===== src/rtl/cpu_pkg.sv =====
// cpu_pkg: shared opcode constants and fetch-state encoding for the CPU front end.
package cpu_pkg;

   localparam logic [7:0] OP_NOP  = 8'h00;
   localparam logic [7:0] OP_JMP  = 8'h08;
   localparam logic [7:0] OP_BAN  = 8'h09;
   localparam logic [7:0] OP_HALT = 8'hFF;

   typedef enum logic [1:0] {FETCH, WAIT, ISSUE, HALT} fetch_state_e;

endpackage


===== src/rtl/ins_fetch.sv =====
// ins_fetch: FETCH/WAIT/ISSUE/HALT instruction fetcher with PC, jump and branch-if-negative.
// Optional macro INS_FETCH_ICOUNT_EN adds an issued-instruction counter on port icount.
module ins_fetch
   import cpu_pkg::*;
#(
   parameter int                ADDR_W   = 8,
   parameter logic [ADDR_W-1:0] RESET_PC = '0
) (
   input  logic              clk,
   input  logic              rst,
   output logic              mem_rd,
   output logic [ADDR_W-1:0] mem_addr,
   input  logic [15:0]       mem_data,
   input  logic              mem_valid,
   output logic [15:0]       outins,
   output logic              ins_valid,
   input  logic              pcJMP,
   input  logic              ban,
   input  logic              stop,
   output logic [ADDR_W-1:0] pc,
`ifdef INS_FETCH_ICOUNT_EN
   output logic [15:0]       icount,
`endif
   output logic              halted
);

   fetch_state_e      state_q, state_d;
   logic [ADDR_W-1:0] pc_q, pc_d;
   logic [15:0]       outins_q, outins_d;
   logic [7:0]        op;

   assign op = outins_q[15:8];

   always_comb begin
      state_d  = state_q;
      pc_d     = pc_q;
      outins_d = outins_q;
      case (state_q)
         FETCH: state_d = WAIT;
         WAIT: begin
            outins_d = mem_valid ? mem_data : outins_q;
            state_d  = mem_valid ? ISSUE : WAIT;
         end
         ISSUE: begin
            state_d = (stop || op == OP_HALT) ? HALT : FETCH;
            if (!(stop || op == OP_HALT))
               pc_d = (pcJMP || (ban && op == OP_BAN)) ? outins_q[ADDR_W-1:0] : pc_q + ADDR_W'(1);
         end
         default: state_d = HALT;
      endcase
   end

   always_ff @(posedge clk) begin
      if (rst) begin
         state_q  <= FETCH;
         pc_q     <= RESET_PC;
         outins_q <= 16'h0000;
      end else begin
         state_q  <= state_d;
         pc_q     <= pc_d;
         outins_q <= outins_d;
      end
   end

   // Strobes are masked while rst is held so nothing leaks out before release.
   assign mem_rd    = !rst && state_q == FETCH;
   assign ins_valid = !rst && state_q == ISSUE;
   assign halted    = !rst && state_q == HALT;
   assign mem_addr  = pc_q;
   assign pc        = pc_q;
   assign outins    = outins_q;

`ifdef INS_FETCH_ICOUNT_EN
   logic [15:0] icount_q;

   always_ff @(posedge clk) begin
      if (rst)
         icount_q <= 16'h0000;
      else if (state_q == ISSUE)
         icount_q <= icount_q + 16'd1;
   end

   assign icount = icount_q;
`endif

endmodule


===== config.mk =====
export PLATFORM = sky130hd
export DESIGN_NAME = ins_fetch
export DESIGN_NICKNAME = d
export VERILOG_FILES = /design/src/rtl/cpu_pkg.sv /design/src/rtl/ins_fetch.sv
export SDC_FILE = /design/constraint.sdc
export NUM_CORES = 1
export LEC_CHECK = 0
export ABC_CLOCK_PERIOD_IN_PS = 2200
export BUFFER_PORTS_ARGS = -buffer_cell sky130_fd_sc_hd__buf_4
export CAP_MARGIN = 40
export CELL_PAD_IN_SITES_DETAIL_PLACEMENT = 0
export CELL_PAD_IN_SITES_GLOBAL_PLACEMENT = 1
export CORE_UTILIZATION = 32
export DETAILED_ROUTE_END_ITERATION = 16
export PLACE_DENSITY_LB_ADDON = 0.1
export SETUP_SLACK_MARGIN = 0.2
export SLEW_MARGIN = 20
export SYNTH_ARGS = -nofsm -noshare
export SYNTH_HDL_FRONTEND = slang
export SYNTH_SLANG_ARGS = --single-unit

===== constraint.sdc =====
create_clock -name clk -period 2.2 [get_ports clk]
set_input_delay 0.44 -clock clk [delete_from_list [all_inputs] [get_ports clk]]
set_output_delay 0.44 -clock clk [all_outputs]
set_load 0.01 [all_outputs]

* Word level (Yosys, flattened, before mapping)
Index checks and enable logic that the tools add are counted.
** Cells by class
- Add/sub/neg operators :: 1
- Multipliers :: 0
- Div/mod/pow operators :: 0
- $lt $le $gt $ge :: 0
- Equal/unequal tests :: 5
- Shift-type cells :: 0
- Multiplexer cells :: 4
- Bitwise gates (word level) :: 1
- Reduce and logical (&&, ||, !) cells :: 10
** Operator list (number)
- $add 8x1->8 const B :: 1
- $eq 8x4->1 const B :: 1
- $eq 8x8->1 const B :: 1
- $mux 8 :: 1
- $pmux 2 s3 :: 1
- $eq 2x2->1 const B :: 2
- $logic_and 1x1->1 :: 4
- $mux 2 :: 2
- $reduce_and 2->1 :: 2
- $eq 2x1->1 const B :: 1
- $logic_not 2->1 :: 1
- $logic_or 1x1->1 :: 2
- $logic_not 1->1 :: 1
- $not 1->1 :: 1
** Word-level totals
- Flip-flop bits (word level) :: 26
- Latch bits :: 0
- Memory bits (writable) :: 0
- Memory bits (read-only) :: 0
- Input port bits :: 22
- Output and inout port bits :: 35
- Word-level logic and storage cells :: 24
- Memories kept :: 0

* Logic depth before layout (Yosys ltp)
- Depth after elaboration :: 4
- Mapped depth :: 6
- Mapped depth without buffers :: 5

* Least setup slack after synthesis
No wires, ideal clock.
- Kind :: input port to flip-flop
- Start point :: input ban
- End point :: register pc_q[2] (netlist: mem_addr[2])
- Data arrival time :: 1.485 ns
- Required time :: 2.078 ns
- Slack :: 0.593 ns
- Stages on the path :: 4
- Path through :: nor4b_2 > a41oi_2 > mux2_2 > a221o_1
** Between the ends
- Longest elaborated chain between the ends :: 3
** Ends and longest elaborated chain
- start: declaration :: line ins_fetch.sv:18 : input logic ban,
- $logic_and 1x1->1 :: line ins_fetch.sv:47 : pc_d = (pcJMP || (ban && op == OP_BAN)) ? outins_q[ADDR_W-1:0] : pc_q + ADDR_W'(1);
- $logic_or 1x1->1 :: line ins_fetch.sv:47
- $mux 8 :: line ins_fetch.sv:47
- end signal: assignment :: line ins_fetch.sv:60 : pc_q <= pc_d;
- end: declaration :: line ins_fetch.sv:28 : logic [ADDR_W-1:0] pc_q, pc_d;
No other way between the ends.
A chain may end at the register's enable or synchronous reset.

* Worst setup path after layout
- Start point :: register outins_q[15] (netlist: outins[15])
- End point :: register pc_q[0] (netlist: mem_addr[0])
** Between the ends
- Longest elaborated chain between the ends :: 4
- Elaborated cells on any way between the ends :: 8
** Ends and longest elaborated chain
- start: declaration :: line ins_fetch.sv:29 : logic [15:0] outins_q, outins_d;
- start signal: assignment :: line ins_fetch.sv:61 : outins_q <= outins_d;
- $eq 8x4->1 / $eq 8x8->1 (equally long branches) :: line ins_fetch.sv:47, ins_fetch.sv:46
- $logic_and 1x1->1 / $logic_or 1x1->1 (equally long branches) :: line ins_fetch.sv:47, ins_fetch.sv:46
- $logic_or 1x1->1 / $not 1->1 (equally long branches)
- $mux 8 / $reduce_and 2->1 (equally long branches)
Several ways; a longest one is shown, not always the timed one.

==> reports/results.txt <==
Status - complete, no violations
Synthesized flop and latch total - 26
Clock Latency Late Sink - 0.27 ns
Fmax - 574 MHz
Die width - 64.5 µm
PortBufs - 56
Max-Slew Margin vs Limit - 69.4%
Yosys cell types - 31
DP HPWL - 2500 µm
Clock slew at reported path FFs - 0.09 ns
First-pass GRT wire length - 5310 µm
GP Congestion - 0.751
CTS root buffer - clkbuf_8
Max VDD drop - 213 µV
Pre-CTS WS - 0.373 ns
Via count - 1240
Post-Syn Area - 1250 µm²
Resized cells post-CTS - 0
CTS tree - built
Largest area contributor in the netlist - dfxtp_1
Remaining global-route overflow - 0
Dominant synthesized flop cell - dfxtp_1
Post-synth ARST share - 0%
Hold buffers post-CTS - 0
DR iter-0 viols - 90
Largest net degree at the start of global routing - 23
Area after DPL - 1660 µm²
Final instance area - 1710 µm²
WL final - 3290 µm
Inst Count DP - 243
WP data arrival - 1.91 ns
RSZ-0062 raised after global routing - no
Layout cell share with drive strength beyond 1 - 35.2%
Lkg Pwr - 0.000738 µW
Mean Syn Cell Area - 8.22 µm²
Detail Route Antenna Nets - 0
CP delay by family, top - simple AND/OR/NAND/NOR gates
Skew final - 0.00222 ns
Crit share post-route - 79.2%
Crit path time final - 1.74 ns
Setup TNS - 0 ns
Num CTS Buffers - 3
Initial antenna violation count - 0
R2R Path Start - outins[15]
Initial Util - 33.6%
Setup crit start - outins[15]
Pwr Density - 559 nW/µm²
Post-DR wirelength/cell - 13.3 µm
DR vias/cell - 5.02
HP Class - in -> reg
Synth top area cells - dfxtp_1 42%, nand2_1 11%, a21oi_1 6.8%
Finished Layout Cells - 247
CP Data Required Time - 2.37 ns
Final Hold Vio Count - 0
MaxCap Viol Count - 0
Critical-path top delay cell - dfxtp_1
Fin. max-slew vios - 0
Total core area - 3720 µm²
Fin util - 46.1%
CTS max path bufs - 2
Die area - 4160 µm²
# diodes - 0
Largest stage delay, worst path - 0.36 ns
Synth top area share - 41.6%
GRT Util Overall - 16.3%
Number of I/O pins - 57
Number of flops mapped to enable cells by yosys - 0
Rows - 22
CP endpoint kind - register
H-tree levels - 1
CP Launch Type - register
Layout area overhead - 36.9%
Worst Tran Pin Value - 0.454 ns
Post-CTS Setup Bufs - 0
Critical path buffer and inverter count - 1
Sequential share of the synthesized area - 41.6%
Nets - 223
Setup CP Type - reg -> reg
DRC - 0
HP Start - mem_data[2]
Cell count after synthesis - 152
Setup WS post-layout - 0.458 ns
Final setup fails - 0
Chip height - 64.5 µm
First-pass iteration count of the detailed router - 4
Num Clock Sinks - 26
Vias in the first global route - 1115
Maximum fanout along the worst path - 12
Yosys warns - 0
Synthesized Nets - 175
Worst path cell trace - nor4b_2 > a41oi_2 > buf_4 > or2_2 > a32o_1
cell families after synthesis:
| family | after synthesis | synth area share (%) |
|---|---|---|
| muxes | 6 | 5.11 |
| AOI/OAI and AO/OA | 35 | 19.8 |
| DFF | 26 | 41.6 |
| buffers and inverters | 20 | 8.61 |
| adders and majority gates | 1 | 1.00 |
| and+or+nand+nor | 64 | 23.8 |
routing by layer:
| layer | track usage, % | vias up | wire length (µm) |
|---|---|---|---|
| li1 | - | 627 | - |
| met1 | 21.2 | 578 | 1620 |
| met2 | 26.6 | 30 | 1500 |
| met3 | 3.17 | 5 | 126 |
| met4 | 5.83 | 0 | 45 |
| met5 | 0 | - | 0 |
cell usage after synthesis (all sizes together) (2+ instances only):
library cell	instances
o21a	2
or2	2
mux2i	3
nand4	3
a21oi	17
buf	10
clkbuf	5
nor2	5
a221o	3
dfxtp	26
nor3b	2
o2111a	2
inv	5
mux2	3
a32oi	2
nand2	37
nor3	8
o211ai	2
o22ai	2
nand3	3
cell type report:
type                       count  area, µm²
clock buffer                   4       55.1
fill                         384       2000
inverter                       5       18.8
multi-input combinational    106        622
sequential                    26        520
tap                           48       60.1
timing repair buffer          58        435
report_power, final:
| part | total [µW] | leakage (µW) | internal [µW] | switching [µW] |
|---|---|---|---|---|
| Combinational | 133 | 0.000498 | 69.6 | 63.7 |
| Sequential | 508 | 0.000211 | 488 | 19.9 |
| Clock | 315 | 0.0000288 | 160 | 155 |
worst paths after layout:
check / to / slack (ns) / depth (start not counted)
min: outins[2] / 0.41 / 3
max reg2reg: mem_addr[0] / 0.46 / 5
max: mem_addr[0] / 0.46 / 5
min reg2reg: outins[6] / 0.49 / 2
layout by cell type, fill, tap and decap left out:
cell	count
a21oi_1	17
o21ai_0	1
nor3_1	8
nor3b_1	2
dfxtp_1	26
o2111a_1	2
and4b_2	1
nand4_1	3
mux2_2	3
nor2b_1	1
o22ai_1	2
a221o_1	3
a41oi_2	1
o21a_1	2
or2_2	2
clkbuf_8	4
inv_1	5
nor4b_2	1
nand2_1	37
ha_1	1
nand3_1	3
nor2_1	5
mux2i_1	3
and3_1	1
a32oi_1	2
o211ai_1	2
a32o_1	1
o211a_1	1
o2bb2ai_1	1
buf_4	58
sequential cells by signal, indices dropped and copies added (netlist names):
| name | count |
|---|---|
| mem_addr | 8 |
| outins | 16 |
| state_q | 2 |
tightest hold or removal path: cells and delay by family:
kind | cells | cell delay (ns)
compound gates | 1 | 0.05
buf+inv | 1 | 0.11
simple gates | 1 | 0.04
metrics by stage:
step	power [µW]	hold WS [ns]
after global placement	649	0.468
final	956	0.408
after CTS	964	0.404
after detailed placement	653	0.478
after global routing	1000	0.401
after floorplan	579	0.488
(Power assumes the default switching activity.)
